--- config.mk ---
export PLATFORM = sky130hd
export DESIGN_NAME = piece_randomizer
export DESIGN_NICKNAME = d
export VERILOG_FILES = /design/src/rtl/piece_randomizer.sv
export SDC_FILE = /design/constraint.sdc
export NUM_CORES = 1
export LEC_CHECK = 0
export CORE_ASPECT_RATIO = 1.5
export CORE_MARGIN = 2
export CORE_UTILIZATION = 45
export CTS_BUF_LIST = sky130_fd_sc_hd__clkbuf_4 sky130_fd_sc_hd__clkbuf_8
export DETAILED_ROUTE_END_ITERATION = 8
export GPL_ROUTABILITY_DRIVEN = 0
export GPL_TIMING_DRIVEN = 0
export PLACE_DENSITY = 0.68
export SYNTH_ARGS = -nofsm -noshare
export SYNTH_HDL_FRONTEND = slang
export SYNTH_SLANG_ARGS = --single-unit
--- constraint.sdc ---
create_clock -name clk -period 6.7 [get_ports clk]
set_input_delay 1.34 -clock clk [delete_from_list [all_inputs] [get_ports clk]]
set_output_delay 1.34 -clock clk [all_outputs]
set_load 0.05 [all_outputs]
--- src/rtl/piece_randomizer.sv ---
// rtl/piece_randomizer.sv - 7-bag style piece randomizer with LFSR draws and a preview queue
// Draws fill a PREVIEW_DEPTH+1 queue; a bag mask forbids repeats inside each NUM_PIECES group.
module piece_randomizer #(
  parameter int          NUM_PIECES    = 7,
  parameter int          WIDTH         = 3,
  parameter int          PREVIEW_DEPTH = 3,
  parameter logic [15:0] SEED          = 16'hACE1
) (
  input  logic                             clk,
  input  logic                             rst,
  input  logic                             next,
  input  logic                             seed_load,
  input  logic [15:0]                      seed_in,
  output logic [WIDTH-1:0]                 piece,
  output logic [PREVIEW_DEPTH*WIDTH-1:0]   preview,
  output logic                             valid
);

  localparam int QLEN = PREVIEW_DEPTH + 1;
  localparam int CW   = $clog2(QLEN + 1);
  localparam logic [WIDTH-1:0]      NP_W  = WIDTH'(NUM_PIECES);
  localparam logic [WIDTH-1:0]      ONE_W = WIDTH'(1);
  localparam logic [CW-1:0]         FULL  = CW'(QLEN);
  localparam logic [CW-1:0]         LAST  = CW'(PREVIEW_DEPTH);
  localparam logic [15:0]           TAPS  = 16'hB400;

  typedef enum logic [1:0] {
    ST_READY,
    ST_START,
    ST_SEARCH
  } state_t;

  state_t                state_q, state_d;
  logic [15:0]           lfsr_q, lfsr_d;
  logic [WIDTH-1:0]      cand_q, cand_d;
  logic [CW-1:0]         count_q, count_d;
  logic [NUM_PIECES-1:0] bag_q, bag_d;
  logic [WIDTH-1:0]      queue_q [QLEN];
  logic [WIDTH-1:0]      queue_d [QLEN];

  logic [WIDTH-1:0]      lfsr_low;
  logic [WIDTH-1:0]      start_cand;
  logic [NUM_PIECES-1:0] cand_onehot;
  logic                  cand_used;

  // Out-of-range LFSR samples fold to code 1 so the search always starts on a legal code.
  always_comb begin
    lfsr_low    = lfsr_q[WIDTH-1:0];
    start_cand  = ((lfsr_low != '0) && (lfsr_low <= NP_W)) ? lfsr_low : ONE_W;
    cand_onehot = {{(NUM_PIECES-1){1'b0}}, 1'b1} << (cand_q - ONE_W);
    cand_used   = |(bag_q & cand_onehot);
  end

  always_comb begin
    lfsr_d = (lfsr_q >> 1) ^ (lfsr_q[0] ? TAPS : 16'h0000);
    if (seed_load) begin
      lfsr_d = (seed_in != 16'h0000) ? seed_in : SEED;
    end
  end

  always_comb begin
    state_d = state_q;
    cand_d  = cand_q;
    count_d = count_q;
    bag_d   = bag_q;
    for (int i = 0; i < QLEN; i++) begin
      queue_d[i] = queue_q[i];
    end

    case (state_q)
      ST_START: begin
        cand_d  = start_cand;
        if (&bag_q) begin
          bag_d = '0;
        end
        state_d = ST_SEARCH;
      end
      ST_SEARCH: begin
        if (!cand_used) begin
          for (int i = 0; i < QLEN; i++) begin
            if (count_q == CW'(i)) begin
              queue_d[i] = cand_q;
            end
          end
          bag_d   = bag_q | cand_onehot;
          count_d = count_q + CW'(1);
          state_d = (count_q == LAST) ? ST_READY : ST_START;
        end else begin
          cand_d = (cand_q == NP_W) ? ONE_W : cand_q + ONE_W;
        end
      end
      ST_READY: begin
        if (next) begin
          for (int i = 0; i < QLEN - 1; i++) begin
            queue_d[i] = queue_q[i+1];
          end
          queue_d[QLEN-1] = '0;
          count_d = count_q - CW'(1);
          state_d = ST_START;
        end
      end
      default: begin
        state_d = ST_START;
      end
    endcase
  end

  always_ff @(posedge clk) begin
    if (rst) begin
      state_q <= ST_START;
      lfsr_q  <= SEED;
      cand_q  <= ONE_W;
      count_q <= '0;
      bag_q   <= '0;
      for (int i = 0; i < QLEN; i++) begin
        queue_q[i] <= '0;
      end
    end else begin
      state_q <= state_d;
      lfsr_q  <= lfsr_d;
      cand_q  <= cand_d;
      count_q <= count_d;
      bag_q   <= bag_d;
      for (int i = 0; i < QLEN; i++) begin
        queue_q[i] <= queue_d[i];
      end
    end
  end

  assign valid = (count_q == FULL);
  assign piece = queue_q[0];

  for (genvar g = 0; g < PREVIEW_DEPTH; g++) begin : g_preview
    assign preview[g*WIDTH +: WIDTH] = queue_q[g+1];
  end

endmodule
==> results of run 1 <==
-- how the worst max path moves through the flow --
stage,startpoint,to,slack (ns),cells past startpoint
after detailed placement,next,queue_q[2][2],3.67,7
after CTS,count_q[0],valid,3.47,5
after global placement,next,queue_q[2][2],3.67,7
after global routing,count_q[0],valid,3.39,5
final,count_q[0],valid,3.49,5
after floorplan,count_q[0],valid,4.09,4
-- routing by layer --
layer,wire [µm],global-route usage (%),up-vias
li1,-,-,902
met1,2130,22.7,859
met2,2410,32.1,35
met3,122,3.65,6
met4,65,7.11,0
met5,0,0,-
-- synth_stat cells --
master	instances
dfxtp_1	43
nor2_1	29
a21oi_1	22
o22ai_1	17
inv_1	14
mux2i_1	14
ha_1	13
nand2b_1	10
nor2b_1	9
clkbuf_1	8
nor3_1	6
nand2_1	5
a211oi_1	4
nor4_1	4
buf_2	3
a22oi_1	2
a2bb2oi_2	2
a31oi_1	2
and3_1	2
nand4_1	2
or2_2	2
xnor2_1	2
xor2_1	2
a2111oi_2	1
a2111oi_4	1
a211oi_2	1
a222oi_1	1
a311o_1	1
a41o_1	1
and2_1	1
buf_1	1
buf_4	1
nand2_2	1
nand2b_4	1
nand3b_2	1
nor2_2	1
nor3b_1	1
nor4bb_4	1
o31ai_1	1
o41ai_2	1
or3_1	1
xor2_2	1
-- final cells by class --
cell class / instances / area (µm²)
buffer: 13 / 56.3
clock buffer: 6 / 82.6
clock inverter: 2 / 13.8
fill: 459 / 1940
inverter: 14 / 52.6
multi-input combinational: 166 / 1190
sequential: 43 / 861
tap: 64 / 80.1
timing repair buffer: 30 / 300
-- registers in the layout, indices dropped and copies added (netlist names) --
name / flops
state_q: 2
cand_q: 3
queue_q: 12
count_q: 3
bag_q: 7
lfsr_q: 16
-- critical path, delay by kind of cell (launching register included) --
kind | cells | cell delay (ns)
buffers and inverters | 3 | 0.98
flip-flops | 1 | 0.36
adder cells (fa/ha/maj) | 1 | 0.15
AND/OR/NAND/NOR | 1 | 0.09
-- kinds of logic after synthesis --
group | Yosys count | synth area share, %
AOI/OAI and AO/OA | 57 | 19.1
xor gates and xnor gates | 5 | 2.38
adders and majority gates | 13 | 7.54
buffers and inverters | 27 | 5.04
DFF | 43 | 39.9
muxes | 14 | 6.49
and+or+nand+nor | 77 | 19.5
-- stage by stage --
| step | area (µm²) | power, mW | setup slack (ns) | hold slack, ns |
|---|---|---|---|---|
| 2_1_floorplan | 2160 | 0.391 | 4.09 | 0.433 |
| 3_3_place_gp | 2540 | 0.432 | 3.67 | 0.440 |
| 3_5_place_dp | 2540 | 0.435 | 3.67 | 0.450 |
| 4_1_cts | 2640 | 0.608 | 3.47 | 0.472 |
| 5_1_grt | 2640 | 0.632 | 3.39 | 0.487 |
| 6_report | 2640 | 0.602 | 3.49 | 0.467 |
-- power breakdown --
part           switching, mW  leakage, nW  total (mW)  internal (mW)
clock                 0.0892       0.0516       0.174         0.0843
sequential            0.0126        0.353       0.285          0.272
combinational         0.0843        0.604       0.144         0.0596
total                  0.186         1.01       0.602          0.416
==> summary.txt, run 1 <==
Setup path
  – CP max-delay cell: clkdlybuf4s50_1
  – RR Endpoint: count_q[1]
  – CP arrival: 1.87 ns
  – Crit-path cells: inv_1, ha_1, inv_1, nor2_1, clkdlybuf4s50_1
  – Kind of critical path: reg -> out
  – Reg2reg path depth: 8
  – Max incr delay on CP: 0.80 ns
  – Worst EP required: 5.36 ns
  – Origin of the critical flop-to-flop path: cand_q[1]
  – Reg2Reg Setup Slack: 4.28 ns
  – Most Frequent Cell on Critical Path: inv_1
  – CP Launch Type: flop
  – Crit path capture type: output pin
  – Crit-path max FO: 4

Floorplan
  – Die Span Y: 88.8 µm
  – Initial Util: 47.1%
  – # IOs: 33
  – Die area: 5380 µm²
  – Chip width: 60.5 µm
  – Core ar.: 4580 µm²
  – Row cnt: 30

Layout
  – Inserted Diodes: 0
  – Share of post-route cells with drive strength above 1: 9.49%
  – Final cell count without fillers: 338
  – Commonest non-fill, non-tap cell in the layout: dfxtp_1
  – Area Overhead vs Synth: 22.1%
  – # nets final: 306
  – Most frequent cells in the layout: dfxtp_1, clkdlybuf4s50_1, nor2_1
  – Final Core Density: 57.5%

Clocking
  – CTS tree: yes
  – CTS sink count: 43
  – Hold-fix buffers, CTS: 0
  – Total CTS buffers: 5
  – Post-CTS Setup Repair Bufs: 0
  – Clk Latency, worst-skew pair: 0.29 ns
  – Bufs on Longest Clock Path: 2
  – Clock transition at path regs: 0.08 ns
  – Root Buffer: clkbuf_8
  – CTS resizes: 0
  – Max H-tree Level: 2

Timing
  – Final Hold Vio Count: 0
  – Unrepaired setup endpoints after global routing: false
  – Relative slew slack: 57.1%
  – Fin crit share: 47.9%
  – Max Fclk: 312 MHz
  – Setup_tns: 0 ns
  – Worst clock skew: 0.00514 ns
  – Setup Viol. Count Final: 0
  – Final Critical Period: 3.21 ns
  – Worst-margin pin slew: 0.644 ns
  – Max-slew violation count: 0

Power
  – P per Cell Area: 229 nW/µm²
  – Static Leakage: 1.01 nW
  – Worst vdd ir: 115 µV

Yosys
  – Top post-synthesis cells by area: dfxtp_1, ha_1, mux2i_1
  – Count of cell types in the netlist: 42
  – Register area share after synthesis: 39.9%
  – Post-synth top area share: 39.9%
  – Synth Cell Area: 2160 µm²
  – Synth area leader: dfxtp_1
  – Flops & latches, synth: 43
  – Yosys synthesis warning count: 0
  – Avg Inst Size Synth: 9.15 µm²
  – Syn nets: 269
  – Cells after synthesis: 236

Global route
  – Initial antenna violation count: 0
  – Grt ovf: 0
  – Largest net degree at the start of global routing: 15
  – Vias in the first global route: 1744
  – First-pass GRT wire length: 7650 µm
  – Gr usage total: 18.7%

Routing
  – Remaining antenna violation count: 0
  – WL/cell: 14.0 µm
  – DR pass1 iterations: 4
  – Routed via count: 1802
  – Via density: 5.33
  – Total wire length: 4720 µm
  – Starting DRC count in detailed routing: 87
  – DRC viols: 0

Min path
  – Hold EP: lfsr_q[6]
  – Hold path depth: 2
  – Worst Hold Class: reg -> reg
  – Hold Startpoint: lfsr_q[7]

Placed design
  – Placed Cells: 330
  – Port Buffers: 30
  – Detail Placement HPWL: 3560 µm

Run
  – Max cap viols: 0

Outcome
  – Status: complete, no violations
No activity file was read; power rests on OpenSTA's default activity.
==> inputs of run 2 (changes only) <==
PLACE_DENSITY = 0.71   (was 0.68)
clock period = 2.9 ns   (was 6.7 ns; I/O delays follow)
==> run 2 against run 1 <==
  * Via count is 1.2% higher
  * Count of clock-buffer cells in the layout grew 1
  * Combinational power rose by 130%
  * Critical endpoint is now count_q[2]
  * Final area rose by 0.28%
  * Global-route usage up 0.92 points
  * Highest routed layer unchanged
==> summary.txt, run 2 (synthesized netlist as in run 1, its figures left out) <==
Setup path
  – Reg2Reg Setup Slack: 0.43 ns (-3.85 ns)
  – Worst EP required: 3.08 ns (-2.28 ns)
  – CP Launch Type: flop
  – Crit-path max FO: 7 (+3)
  – Reg2reg path depth: 8 (unchanged)
  – Crit-path cells: inv_1, ha_1, a222oi_1, nand2_2, and3_1, buf_2, o41ai_2, a21oi_1
  – CP arrival: 2.65 ns (+0.78 ns)
  – CP Capture Point: count_q[2]
  – Worst Setup SP: cand_q[0]
  – Kind of critical path: reg -> reg
  – Crit path capture type: flop
  – CP max-delay cell: dfxtp_1
  – RR Endpoint: count_q[2]
  – Max incr delay on CP: 0.47 ns (-0.33 ns)
  – Buf+Inv Stages, Crit Path: 2 (-1)
  – Origin of the critical flop-to-flop path: cand_q[0]
  – Critical path depth in cells: 8 (+3)
  – Critical path's top delay family: compound AO/OA/AOI/OAI gates

Timing
  – Unrepaired setup endpoints after global routing: false
  – Final Critical Period: 2.47 ns
  – Max-slew violation count: 0 (unchanged)
  – Setup Viol. Count Final: 0 (unchanged)
  – Setup_tns: 0 ns (unchanged)
  – Final worst setup slack: 0.430 ns (-3.06 ns)
  – Worst-margin pin slew: 0.611 ns (-0.0326 ns)
  – Fin crit share: 85.2%
  – Max Fclk: 405 MHz
  – Relative slew slack: 59.2% (+2.2 points)
  – Final Hold Vio Count: 0 (unchanged)
  – Worst clock skew: 0.00862 ns (+0.00348 ns)

Min path
  – Worst Hold Class: reg -> reg

Layout
  – Most frequent cells in the layout: dfxtp_1, clkdlybuf4s50_1, nor2_1
  – Largest regs: lfsr_q (16), queue_q (12), bag_q (7)
  – Share of post-route cells with drive strength above 1: 9.49% (unchanged)
  – Inserted Diodes: 0 (unchanged)
  – Post-Layout Inst Area: 2640 µm² (+0.28%)
  – Largest Register: lfsr_q
  – Area Overhead vs Synth: 22.4%
  – Max reg flops: 16 (unchanged)
  – Final cell count without fillers: 338 (unchanged)
  – Commonest non-fill, non-tap cell in the layout: dfxtp_1
  – # nets final: 306 (unchanged)

Clocking
  – Bufs on Longest Clock Path: 2 (unchanged)
  – Root Buffer: clkbuf_8
  – CTS sink count: 43 (unchanged)
  – Clk Latency, worst-skew pair: 0.30 ns (about the same)
  – CTS tree: yes
  – Post-CTS Setup Repair Bufs: 0 (unchanged)
  – Clock transition at path regs: 0.09 ns (about the same)
  – Max H-tree Level: 2 (unchanged)
  – CTS resizes: 0 (unchanged)
  – Hold-fix buffers, CTS: 0 (unchanged)
  – Total CTS buffers: 5 (unchanged)

Placed design
  – Pre-CTS WS: 0.410 ns (-3.26 ns)
  – DP Area: 2540 µm² (unchanged)
  – Port Buffers: 30 (unchanged)
  – Placed Cells: 330 (unchanged)
  – Detail Placement HPWL: 3530 µm (-0.80%)

Routing
  – Via density: 5.40 (+1.2%)
  – Starting DRC count in detailed routing: 69 (-21%)
  – Remaining antenna violation count: 0 (unchanged)
  – Total wire length: 4690 µm (-0.74%)
  – DR pass1 iterations: 6 (+2)
  – DRC viols: 0 (unchanged)
  – Routed via count: 1824 (+1.2%)
  – WL/cell: 13.9 µm (-0.74%)

Global route
  – Largest net degree at the start of global routing: 14 (-1)
  – Initial antenna violation count: 0 (unchanged)
  – First-pass GRT wire length: 8040 µm (+5.1%)
  – Vias in the first global route: 1736 (-0.46%)
  – Grt ovf: 0 (unchanged)
  – Gr usage total: 19.6% (+0.92 points)

Floorplan
  – Chip width: 60.5 µm (unchanged)
  – Die Span Y: 88.8 µm (unchanged)
  – Row cnt: 30 (unchanged)
  – # IOs: 33 (unchanged)
  – Die area: 5380 µm² (unchanged)
  – Core ar.: 4580 µm² (unchanged)
  – Initial Util: 47.1% (unchanged)

Run
  – Max cap viols: 0 (unchanged)

Power
  – Worst vdd ir: 325 µV (+180%)
  – P per Cell Area: 537 nW/µm² (+130%)
  – Static Leakage: 1.01 nW (-0.11%)

Outcome
  – Status: complete, no violations
-- run 2: worst min path at each step --
| stage | to | from | cells past startpoint |
|---|---|---|---|
| 2_1_floorplan | lfsr_q[11] | lfsr_q[12] | 2 |
| 3_3_place_gp | lfsr_q[6] | lfsr_q[7] | 2 |
| 3_5_place_dp | lfsr_q[6] | lfsr_q[7] | 2 |
| 4_1_cts | lfsr_q[6] | lfsr_q[7] | 2 |
| 5_1_grt | lfsr_q[6] | lfsr_q[7] | 2 |
| 6_report | lfsr_q[6] | lfsr_q[7] | 2 |
-- run 2: metrics by stage --
step	hold slack [ns]	power (mW)	utilization (%)
after global routing	0.486	1.49	57.7
after detailed placement	0.454	1.00	55.4
after CTS	0.475	1.43	57.7
after global placement	0.442	0.997	55.4
after floorplan	0.433	0.904	-
final	0.467	1.42	57.7
-- run 2: power by group --
part / switching, mW / internal [mW] / leakage [nW]
registers: 0.0290 / 0.629 / 0.353
logic: 0.194 / 0.137 / 0.604
clock network: 0.212 / 0.217 / 0.0505
-- run 2: per-layer routing --
metal	vias to the layer above	wire [µm]	global-route usage (%)
met1	870	2060	25.0
met3	9	156	3.80
li1	913	-	-
met2	32	2390	32.7
met5	-	0	0
met4	0	80	6.92
-- run 2: cell type report --
cell class              count  area (µm²)
plain buffers              13        56.3
clock buffers               7        96.3
clock inverters             1        7.51
fillers                   433        1940
inverters                  14        52.6
multi-input cells         166        1190
flip-flops and latches     43         861
well taps                  64        80.1
repair buffers             30         300
-- run 2: worst min-delay path, cell delays in order (launching register included) --
cell and delay (ns):
dfxtp_1 0.32, o22ai_1 0.07, nand2b_1 0.06
==> inputs of run 3 (changes only) <==
PLACE_DENSITY = default   (was 0.71)
PLACE_DENSITY_LB_ADDON = 0.15   (was default)
==> run 3 against run 2 <==
  * Routed wire length grew 0.68%
  * Critical path type is now reg -> out
  * Maximum frequency rose by 0.67%
  * Combinational power about the same
  * Highest routed layer unchanged
  * Non-clock buffer count is the same
==> summary.txt, run 3 (synthesized netlist as in run 1, its figures left out) <==
Outcome
  – Status: complete, no violations

Min path
  – Worst Hold Class: reg -> reg
  – Hold EP: lfsr_q[7]
  – Hold path depth: 2 (unchanged)
  – Hold Startpoint: lfsr_q[8]

Layout
  – Largest regs: lfsr_q (16), queue_q (12), bag_q (7)
  – Sequential Area: 861 µm² (unchanged)
  – Max reg flops: 16 (unchanged)
  – Inserted Diodes: 0 (unchanged)
  – Final cell count without fillers: 338 (unchanged)
  – Commonest non-fill, non-tap cell in the layout: dfxtp_1
  – Largest Register: lfsr_q
  – Most frequent cells in the layout: dfxtp_1, clkdlybuf4s50_1, nor2_1
  – Share of post-route cells with drive strength above 1: 9.49% (unchanged)
  – FILL cells: 444 (+2.5%)
  – Area Overhead vs Synth: 21.7%
  – Multi-input logic area: 1190 µm² (unchanged)
  – # nets final: 306 (unchanged)

Floorplan
  – Core ar.: 4580 µm² (unchanged)
  – Initial Util: 47.1% (unchanged)
  – Die area: 5380 µm² (unchanged)
  – Chip width: 60.5 µm (unchanged)
  – # IOs: 33 (unchanged)
  – Die Span Y: 88.8 µm (unchanged)
  – Row cnt: 30 (unchanged)

Setup path
  – Worst EP required: 2.32 ns (-0.76 ns)
  – CP arrival: 1.87 ns (-0.78 ns)
  – Crit-path max FO: 4 (-3)
  – Reg2Reg Setup Slack: 0.49 ns (+0.06 ns)
  – CP Launch Type: flop
  – Origin of the critical flop-to-flop path: cand_q[0]
  – Reg2reg path depth: 8 (unchanged)
  – Kind of critical path: reg -> out
  – RR Endpoint: count_q[2]
  – Crit path capture type: output pin

Global route
  – Largest net degree at the start of global routing: 15 (+1)
  – Gr usage total: 19.4% (-0.18 points)
  – Initial antenna violation count: 0 (unchanged)
  – First-pass GRT wire length: 7820 µm (-2.7%)
  – Vias in the first global route: 1718 (-1.0%)
  – Grt ovf: 0 (unchanged)

Placed design
  – Detail Placement HPWL: 3670 µm (+3.9%)
  – Placed Cells: 330 (unchanged)
  – Port Buffers: 30 (unchanged)

Clocking
  – Hold-fix buffers, CTS: 0 (unchanged)
  – Total CTS buffers: 5 (unchanged)
  – Root Buffer: clkbuf_8
  – Clock transition at path regs: 0.09 ns (about the same)
  – CTS sink count: 43 (unchanged)
  – Post-CTS Setup Repair Bufs: 0 (unchanged)
  – Clk Latency, worst-skew pair: 0.30 ns (about the same)
  – CTS resizes: 0 (unchanged)
  – CTS tree: yes
  – Bufs on Longest Clock Path: 2 (unchanged)
  – Max H-tree Level: 2 (unchanged)

Timing
  – Setup_tns: 0 ns (unchanged)
  – Final Critical Period: 2.45 ns (-0.0165 ns)
  – Unrepaired setup endpoints after global routing: false
  – Max Fclk: 408 MHz (+0.67%)
  – Relative slew slack: 56.4% (-2.8 points)
  – Final Hold Vio Count: 0 (unchanged)
  – Setup Viol. Count Final: 0 (unchanged)
  – Max-slew violation count: 0 (unchanged)
  – Worst clock skew: 0.00875 ns (+0.000138 ns)
  – Worst-margin pin slew: 0.654 ns (+0.0425 ns)
  – Hold slack: 0.470 ns (+0.00288 ns)
  – Fin crit share: 84.6% (-0.57 points)

Routing
  – DRC viols: 0 (unchanged)
  – WL/cell: 14.0 µm (+0.68%)
  – Via density: 5.26 (-2.5%)
  – Remaining antenna violation count: 0 (unchanged)
  – DR pass1 iterations: 5 (-1)
  – Routed via count: 1779 (-2.5%)
  – Starting DRC count in detailed routing: 66 (-4.3%)
  – Total wire length: 4720 µm (+0.68%)

Power
  – Worst vdd ir: 441 µV (+36%)
  – P per Cell Area: 522 nW/µm² (-2.7%)
  – Static Leakage: 0.997 nW (-1.0%)
  – Final Power: 1.37 mW (-3.2%)

Run
  – Max cap viols: 0 (unchanged)
## run 3: cell type report
type / instances / share of cell area, %
inverter: 14 / 2.00
multi-input combinational: 166 / 45.2
clock buffer: 5 / 2.62
timing repair buffer: 30 / 11.4
sequential: 43 / 32.8
buffer: 13 / 2.14
clock inverter: 3 / 0.762
tap: 64 / 3.05
## run 3: power breakdown
part	leakage (nW)	switching (mW)	internal [mW]
registers	0.353	0.0291	0.629
logic	0.604	0.193	0.137
clock network	0.0402	0.217	0.168
## run 3: metal layers
layer	vias up	GRT usage (%)	share of wire (%)
li1	907	-	-
met2	33	33.7	53
met5	-	0	0
met1	832	22.4	42
met3	7	4.68	3.6
met4	0	8.10	1.8
## run 3: worst max-delay path, stage by stage, from the launching register on
cell,delay [ns]
dfxtp_1,0.36
inv_1,0.11
ha_1,0.15
inv_1,0.07
nor2_1,0.08
clkdlybuf4s50_1,0.80
## run 3: worst max-delay path by stage
| stage | cells after the start | slack, ns | to | from |
|---|---|---|---|---|
| floorplan | 8 | 0.78 | count_q[2] | cand_q[0] |
| global placement | 8 | 0.48 | count_q[2] | cand_q[0] |
| detailed placement | 8 | 0.47 | count_q[2] | cand_q[0] |
| CTS | 5 | 0.43 | valid | count_q[0] |
| global route | 7 | 0.23 | queue_q[0][1] | cand_q[0] |
| finish | 5 | 0.45 | valid | count_q[0] |
## run 3: metrics by stage
stage	instance area (µm²)	worst slack, ns	utilization, %
floorplan	2160	0.783	-
global placement	2540	0.483	55.4
detailed placement	2540	0.470	55.4
CTS	2630	0.431	57.4
global route	2630	0.231	57.4
finish	2630	0.446	57.4
